$ cat config.mk
export PLATFORM = sky130hd
export DESIGN_NAME = mem_arbiter
export DESIGN_NICKNAME = d
export VERILOG_FILES = /design/src/rtl/bf8b_pkg.sv /design/src/rtl/rr_arb2.sv /design/src/rtl/mem_arbiter.sv
export SDC_FILE = /design/constraint.sdc
export NUM_CORES = 1
export LEC_CHECK = 0
export CAP_MARGIN = 0
export CORE_ASPECT_RATIO = 1.5
export CORE_MARGIN = 5
export CORE_UTILIZATION = 60
export DETAILED_ROUTE_END_ITERATION = 6
export DONT_BUFFER_PORTS = 1
export PLACE_DENSITY = 0.87
export SYNTH_ARGS = -nofsm -noshare
export SYNTH_HDL_FRONTEND = slang
export SYNTH_HIERARCHICAL = 1
export SYNTH_SLANG_ARGS = --single-unit
$ cat constraint.sdc
create_clock -name clk -period 2.8 [get_ports clk]
set_input_delay 0.56 -clock clk [delete_from_list [all_inputs] [get_ports clk]]
set_output_delay 0.56 -clock clk [all_outputs]
set_load 0.01 [all_outputs]
$ cat src/rtl/bf8b_pkg.sv
// rtl/bf8b_pkg.sv - shared types and constants for the fetch/exec memory arbiter
package bf8b_pkg;

    typedef enum logic [1:0] {
        IDLE  = 2'd0,
        ISSUE = 2'd1,
        WAIT  = 2'd2,
        DONE  = 2'd3
    } state_t;

    localparam logic OWN_FETCH = 1'b0;
    localparam logic OWN_EXEC  = 1'b1;

    localparam int READ_LAT_DEF = 2;

endpackage

$ cat src/rtl/rr_arb2.sv
// rtl/rr_arb2.sv - two-way round-robin pick between fetch and exec requests
module rr_arb2
    import bf8b_pkg::*;
(
    input  logic f_req,
    input  logic x_req,
    input  logic last_grant,
    output logic grant,
    output logic valid
);

    // On a tie the side that did not win last time goes next.
    always_comb begin
        valid = f_req | x_req;
        if (f_req && x_req) begin
            grant = ~last_grant;
        end else if (x_req) begin
            grant = OWN_EXEC;
        end else begin
            grant = OWN_FETCH;
        end
    end

endmodule

$ cat src/rtl/mem_arbiter.sv
// rtl/mem_arbiter.sv - shares one memory port between fetch (read) and exec (read/write)
// and sequences each access through issue, fixed read latency and a one-cycle done pulse.
module mem_arbiter
    import bf8b_pkg::*;
#(
    parameter int ADDR_W   = 8,
    parameter int DATA_W   = 8,
    parameter int READ_LAT = READ_LAT_DEF
) (
    input  logic              clk,
    input  logic              rst,
    input  logic              f_req,
    input  logic [ADDR_W-1:0] f_addr,
    output logic [DATA_W-1:0] f_rdata,
    output logic              f_done,
    input  logic              x_req,
    input  logic              x_we,
    input  logic [ADDR_W-1:0] x_addr,
    input  logic [DATA_W-1:0] x_wdata,
    output logic [DATA_W-1:0] x_rdata,
    output logic              x_done,
    output logic [ADDR_W-1:0] mem_addr,
    output logic [DATA_W-1:0] mem_data_out,
    output logic              mem_we,
    input  logic [DATA_W-1:0] mem_data_in
);

    state_t     state;
    state_t     state_next;
    logic       owner;
    logic       we_q;
    logic       last_grant;
    logic [2:0] lat_cnt;
    logic       grant;
    logic       grant_valid;
    logic       lat_hit;

    rr_arb2 u_rr_arb2 (
        .f_req      (f_req),
        .x_req      (x_req),
        .last_grant (last_grant),
        .grant      (grant),
        .valid      (grant_valid)
    );

    assign lat_hit = (lat_cnt == 3'(READ_LAT));

    always_ff @(posedge clk or posedge rst) begin
        if (rst) begin
            state <= IDLE;
        end else begin
            state <= state_next;
        end
    end

    always_comb begin
        state_next = state;
        f_done     = 1'b0;
        x_done     = 1'b0;
        case (state)
            IDLE: begin
                if (grant_valid) begin
                    state_next = ISSUE;
                end
            end
            ISSUE: begin
                state_next = we_q ? DONE : WAIT;
            end
            WAIT: begin
                if (lat_hit) begin
                    state_next = DONE;
                end
            end
            DONE: begin
                state_next = IDLE;
                f_done     = (owner == OWN_FETCH);
                x_done     = (owner == OWN_EXEC);
            end
            default: state_next = IDLE;
        endcase
    end

    // Request fields are latched only in IDLE so the requester may change them mid-access.
    always_ff @(posedge clk or posedge rst) begin
        if (rst) begin
            owner        <= OWN_FETCH;
            we_q         <= 1'b0;
            last_grant   <= OWN_FETCH;
            lat_cnt      <= 3'd0;
            mem_addr     <= '0;
            mem_data_out <= '0;
            mem_we       <= 1'b0;
            f_rdata      <= '0;
            x_rdata      <= '0;
        end else begin
            mem_we <= 1'b0;
            case (state)
                IDLE: begin
                    if (grant_valid) begin
                        owner      <= grant;
                        last_grant <= grant;
                        if (grant == OWN_EXEC) begin
                            we_q         <= x_we;
                            mem_addr     <= x_addr;
                            mem_data_out <= x_wdata;
                            mem_we       <= x_we;
                        end else begin
                            we_q     <= 1'b0;
                            mem_addr <= f_addr;
                        end
                    end
                end
                ISSUE: begin
                    if (!we_q) begin
                        lat_cnt <= 3'd1;
                    end
                end
                WAIT: begin
                    if (lat_hit) begin
                        if (owner == OWN_EXEC) begin
                            x_rdata <= mem_data_in;
                        end else begin
                            f_rdata <= mem_data_in;
                        end
                    end else begin
                        lat_cnt <= lat_cnt + 3'd1;
                    end
                end
                default: ;
            endcase
        end
    end

endmodule

### Word-level counts from Yosys, hierarchy flattened

Index checks and enable logic that the tools add are counted.

* output and inout bits: 35
* logic and storage cells: 44
* input port bits: 37
* register bits after elaboration: 40

* equality and inequality tests: 8
* multiplexer cells: 15
* add/subtract/negate cells: 1
* reduce and logical (&&, ||, !) cells: 9
* bitwise logic cells: 2

Operators by type and width (number)
* $reduce_and 3->1: 4
* $mux 1: 8
* $mux 8: 1
* $ne 2x2->1 const B: 4
* $pmux 2 s4: 1
* $mux 3: 2
* $pmux 3 s2: 1
* $eq 2x2->1 const B: 2
* $mux 2: 2
* $reduce_and 2->1: 2
* $add 3x1->3 const B: 1
* $eq 3x2->1 const B: 1
* $eq 2x1->1 const B: 1
* $logic_not 2->1: 1
* $reduce_bool 2->1: 1
* $logic_and 1x1->1: 1
* $not 1->1: 1
* $or 1x1->1: 1

### Longest topological paths before layout

* depth after elaboration: 5
* depth in mapped cells: 6
* mapped depth without buffers: 5

### By module

The synthesis kept the hierarchy.

By module, submodules not included
* mem_arbiter: area each 1767.9 sq um, seq. area each 1001.0 sq um, instances 1, cells an instance 138
* rr_arb2: area each 13.8 sq um, seq. area each 0.0 sq um, instances 1, cells an instance 2

### Least setup slack after synthesis

No wires, ideal clock.

* kind: input to register
* start point: in x_req
* end point: reg mem_data_out[0]
* library setup time: 0.125 ns
* data required time: 2.675 ns
* arrival: 1.453 ns
* buffers on the path: 0
* cell stages on the path: 4
* setup slack: 1.223 ns
* cell sequence: or2_1 and2_1 nand2_2 mux2_2

* word-level cells in the longest chain between the ends: 3
* elaborated cells on any way between the ends: 5
* those cells by class: mux (2); bitwise (1); reduce/logical (2)

RTL lines
* start, declared: line mem_arbiter.sv:16 `input logic x_req,`
* $mux 1 or $logic_and 1x1->1 (tied branches): line rr_arb2.sv:17, rr_arb2.sv:15
* $mux 1: line rr_arb2.sv:15 `if (f_req && x_req) begin`
* $reduce_and 3->1 (no source line) *
* end signal, assigned: line mem_arbiter.sv:105 `mem_data_out <= x_wdata;`
* end, declared: line mem_arbiter.sv:23 `output logic [DATA_W-1:0] mem_data_out,`

Mark *: on every way between the ends. The rest lies on a longest branch, timed or not.
A chain may end at the register's enable or synchronous reset.

### Worst setup path after layout

* start point: reg state[0]
* end point: reg f_rdata[5]

* word-level cells in the longest chain between the ends: 2

RTL lines
* start, declared: line mem_arbiter.sv:28 `state_t state;`
* start signal, assigned: line mem_arbiter.sv:52 `state <= state_next;`
* $eq 2x2->1: line mem_arbiter.sv:97 `case (state)`
* $reduce_and 3->1 (no source line)
* end signal, assigned: line mem_arbiter.sv:123 `f_rdata <= mem_data_in;`
* end, declared: line mem_arbiter.sv:14 `output logic [DATA_W-1:0] f_rdata,`

Every way passes these cells.

==> impl_metrics.py <==
metrics = {
    "global_routing": {
        "grt_pass1_wl_um": 5890,
        "grt_max_degree": 24,
        "grt_pass1_vias": 1246,
        "grtUsageTotal": 0.192,
        "antenna_found_initial": 0,
        "grt-ovfl-total": 0,
    },
    "timing": {
        "setup_viol": 0,
        "worst_slack_ns": 0.836,
        "worstMarginPinSlew_ns": 0.683,
        "hold_viol": 0,
        "maxSlewViolCount": 0,
        "fmax_mhz": 509,
        "rsz0062_at_grt": "false",
        "maxSlewHeadroom": 0.544,
        "period_share": 0.701,
        "fin_setup_tns_ns": 0,
        "period_minus_slack_ns": 1.96,
        "fin_worst_skew_ns": 0.00467,
    },
    "floorplan": {
        "placeableCoreArea_mm2": 0.00288,
        "start_util": 0.618,
        "dieArea_mm2": 0.00418,
        "die_x_um": 54.5,
        "rows": 24,
        "die_h_um": 76.7,
        "io_pins": 72,
    },
    "clocking": {
        "postCtsSetupBuffers": 0,
        "clkSinkCount": 40,
        "cts_resized": 0,
        "cts_hold_buffers": 0,
        "root_buffer": "clkbuf_8",
        "cts_tree": "yes",
        "clk_path_buf_depth": 2,
        "cts_htree_levels": 2,
        "cts_made_buffers": 5,
        "clk_latency_ns": 0.29,
        "clk_pin_slew_ns": 0.07,
    },
    "worst_setup_path": {
        "worstPathArrival_ns": 2.14,
        "cpPeakStageDelay_ns": 0.43,
        "crit_type": "reg2reg",
        "critical_path.startpoint_type": "flip-flop",
        "path_cells": "inv_1, ha_1, nand3b_1, nor2_4, mux2_2",
        "rr_startpoint": "state[0]$_DFFE_PP0P_",
        "required_ns": 2.98,
        "cp_max_fo": 11,
        "worst_setup_path_end_kind": "flip-flop",
        "slowest_stage": "dfrtp_1",
        "crit_start": "state[0]$_DFFE_PP0P_",
    },
    "yosys": {
        "synth_ff_type": "dfrtp_1",
        "yosysTopAreaCell": "dfrtp_1",
        "synth_top_area_frac": 0.562,
        "async_flop_share": 1.00,
        "ys_seq_elements": 40,
        "syn_area_per_cell_um2": 12.7,
        "synth_fp_nets": 184,
        "synthCells": 140,
        "synth_edf_count": 0,
        "synth_common_cells": "dfrtp_1 (40), mux2_2 (25), nand2_1 (13), o21ai_0 (10), mux2i_1 (8)",
        "synth.most_common_cell": "dfrtp_1",
        "netlist_area_mm2": 0.00178,
        "ys_seq_area_frac": 0.562,
        "ys_types": 31,
        "ys_warn_count": 6,
        "synth.area.top_cells": "dfrtp_1 (56%), mux2_2 (16%), ha_1 (4.9%), mux2i_1 (4.5%), o21ai_0 (2.8%)",
    },
    "route": {
        "drt_iter0_drc": 17,
        "vias_per_cell": 5.90,
        "ant_nets": 0,
        "first_pass_iters": 4,
        "routedWlPerCell_um": 19.0,
        "vias": 1092,
        "wl_um": 3510,
        "drc": 0,
    },
    "layout": {
        "n_antenna_cell": 0,
        "syn2layout_area_growth_pct": 7.02,
        "nets": 190,
        "fill_cells": 239,
        "drive_above_1_share": 0.253,
    },
    "placed_design": {
        "dp.final_hpwl_um": 2760,
        "post-place-ws_ns": 0.866,
        "port_buffers": 0,
        "globalplace.congestion": 0.831,
    },
    "flow_run": {
        "maxCapViolations": 0,
    },
    "pwr": {
        "leakagePower_nw": 0.869,
        "total_power_mw": 2.18,
        "vdd_drop_max_uv": 692,
        "p_per_area_mw_per_mm2": 1140,
    },
    "status": {
        "status": "finished clean",
    },
    "hold_path": {
        "hold_class": "in2async",
    },
}
## worst paths after layout
path                            cells after the start  slack [ns]                          end
worst max-delay path                                5        0.84       f_rdata[5]$_DFFE_PP0P_
worst min-delay path                                1        0.26         state[1]$_DFFE_PP0P_
worst max register to register                      5        0.84       f_rdata[5]$_DFFE_PP0P_
worst min register to register                      1        0.52             we_q$_DFFE_PP0P_
max in group asynchronous                           2        1.80  mem_data_out[0]$_DFFE_PP0P_
min in group clk                                    1        0.42       x_rdata[5]$_DFFE_PP0P_
## layout make-up
class                   instances  area, um2  area share
clock buffers                   6       72.6      0.0381
clock inverters                 1       5.00     0.00262
inverters                       5       18.8     0.00984
multi-input cells              92        746       0.391
flip-flops and latches         40       1000       0.525
well taps                      39       48.8      0.0256
repair buffers                  2       15.0     0.00787
## where the power goes
| part | internal [mW] | switching (mW) | total (mW) |
|---|---|---|---|
| Clock | 0.169 | 0.183 | 0.353 |
| Sequential | 0.863 | 0.335 | 1.20 |
| Combinational | 0.327 | 0.301 | 0.628 |
## layer usage
| metal | track usage | vias up | share of wire |
|---|---|---|---|
| met5 | 0 | - | 0 |
| met4 | 0.0898 | 0 | 0.029 |
| met3 | 0.0620 | 10 | 0.066 |
| met2 | 0.296 | 47 | 0.53 |
| met1 | 0.237 | 535 | 0.37 |
| li1 | - | 500 | - |
## sequential cells by signal, summed over array words and instances, names as in the netlist
signal        cells
last_grant        1
mem_data_out      8
x_rdata           8
mem_we            1
we_q              1
mem_addr          8
lat_cnt           3
state             2
f_rdata           8
## per-stage QoR
stage	util	instances	instance area, um2	hold WS (ns)
after floorplan	-	140	1780	0.463
after global placement	0.635	178	1830	0.490
after detailed placement	0.635	178	1830	0.504
after CTS	0.661	185	1910	0.276
after global routing	0.661	185	1910	0.322
final	0.661	185	1910	0.260
## logic make-up (layout without fill, tap and decap cells)
logic type | after synthesis | count (layout) | share of synthesized area
adder cells (fa/ha/maj) | 7 | 7 | 0.0492
multiplexers | 33 | 33 | 0.203
buffers and inverters | 8 | 14 | 0.0197
flip-flops | 40 | 40 | 0.562
AND/OR/NAND/NOR | 33 | 33 | 0.0990
AO/OA/AOI/OAI | 19 | 19 | 0.0674
## placed cells by master, fill, tap and decap left out, types with 3 or more instances in the layout
master	instances
and2_1	3
clkbuf_8	5
inv_1	5
nor2_1	3
mux2i_1	8
ha_1	7
nand2_1	13
mux2_2	25
o21ai_0	10
dfrtp_1	40
## critical path: cells and delay by family (launching register included)
family	cells	cell delay [ns]
and+or+nand+nor	2	0.50
muxes	1	0.37
DFF	1	0.43
buffers and inverters	1	0.14
adders and majority gates	1	0.41
No activity file was read; power rests on OpenSTA's default activity.
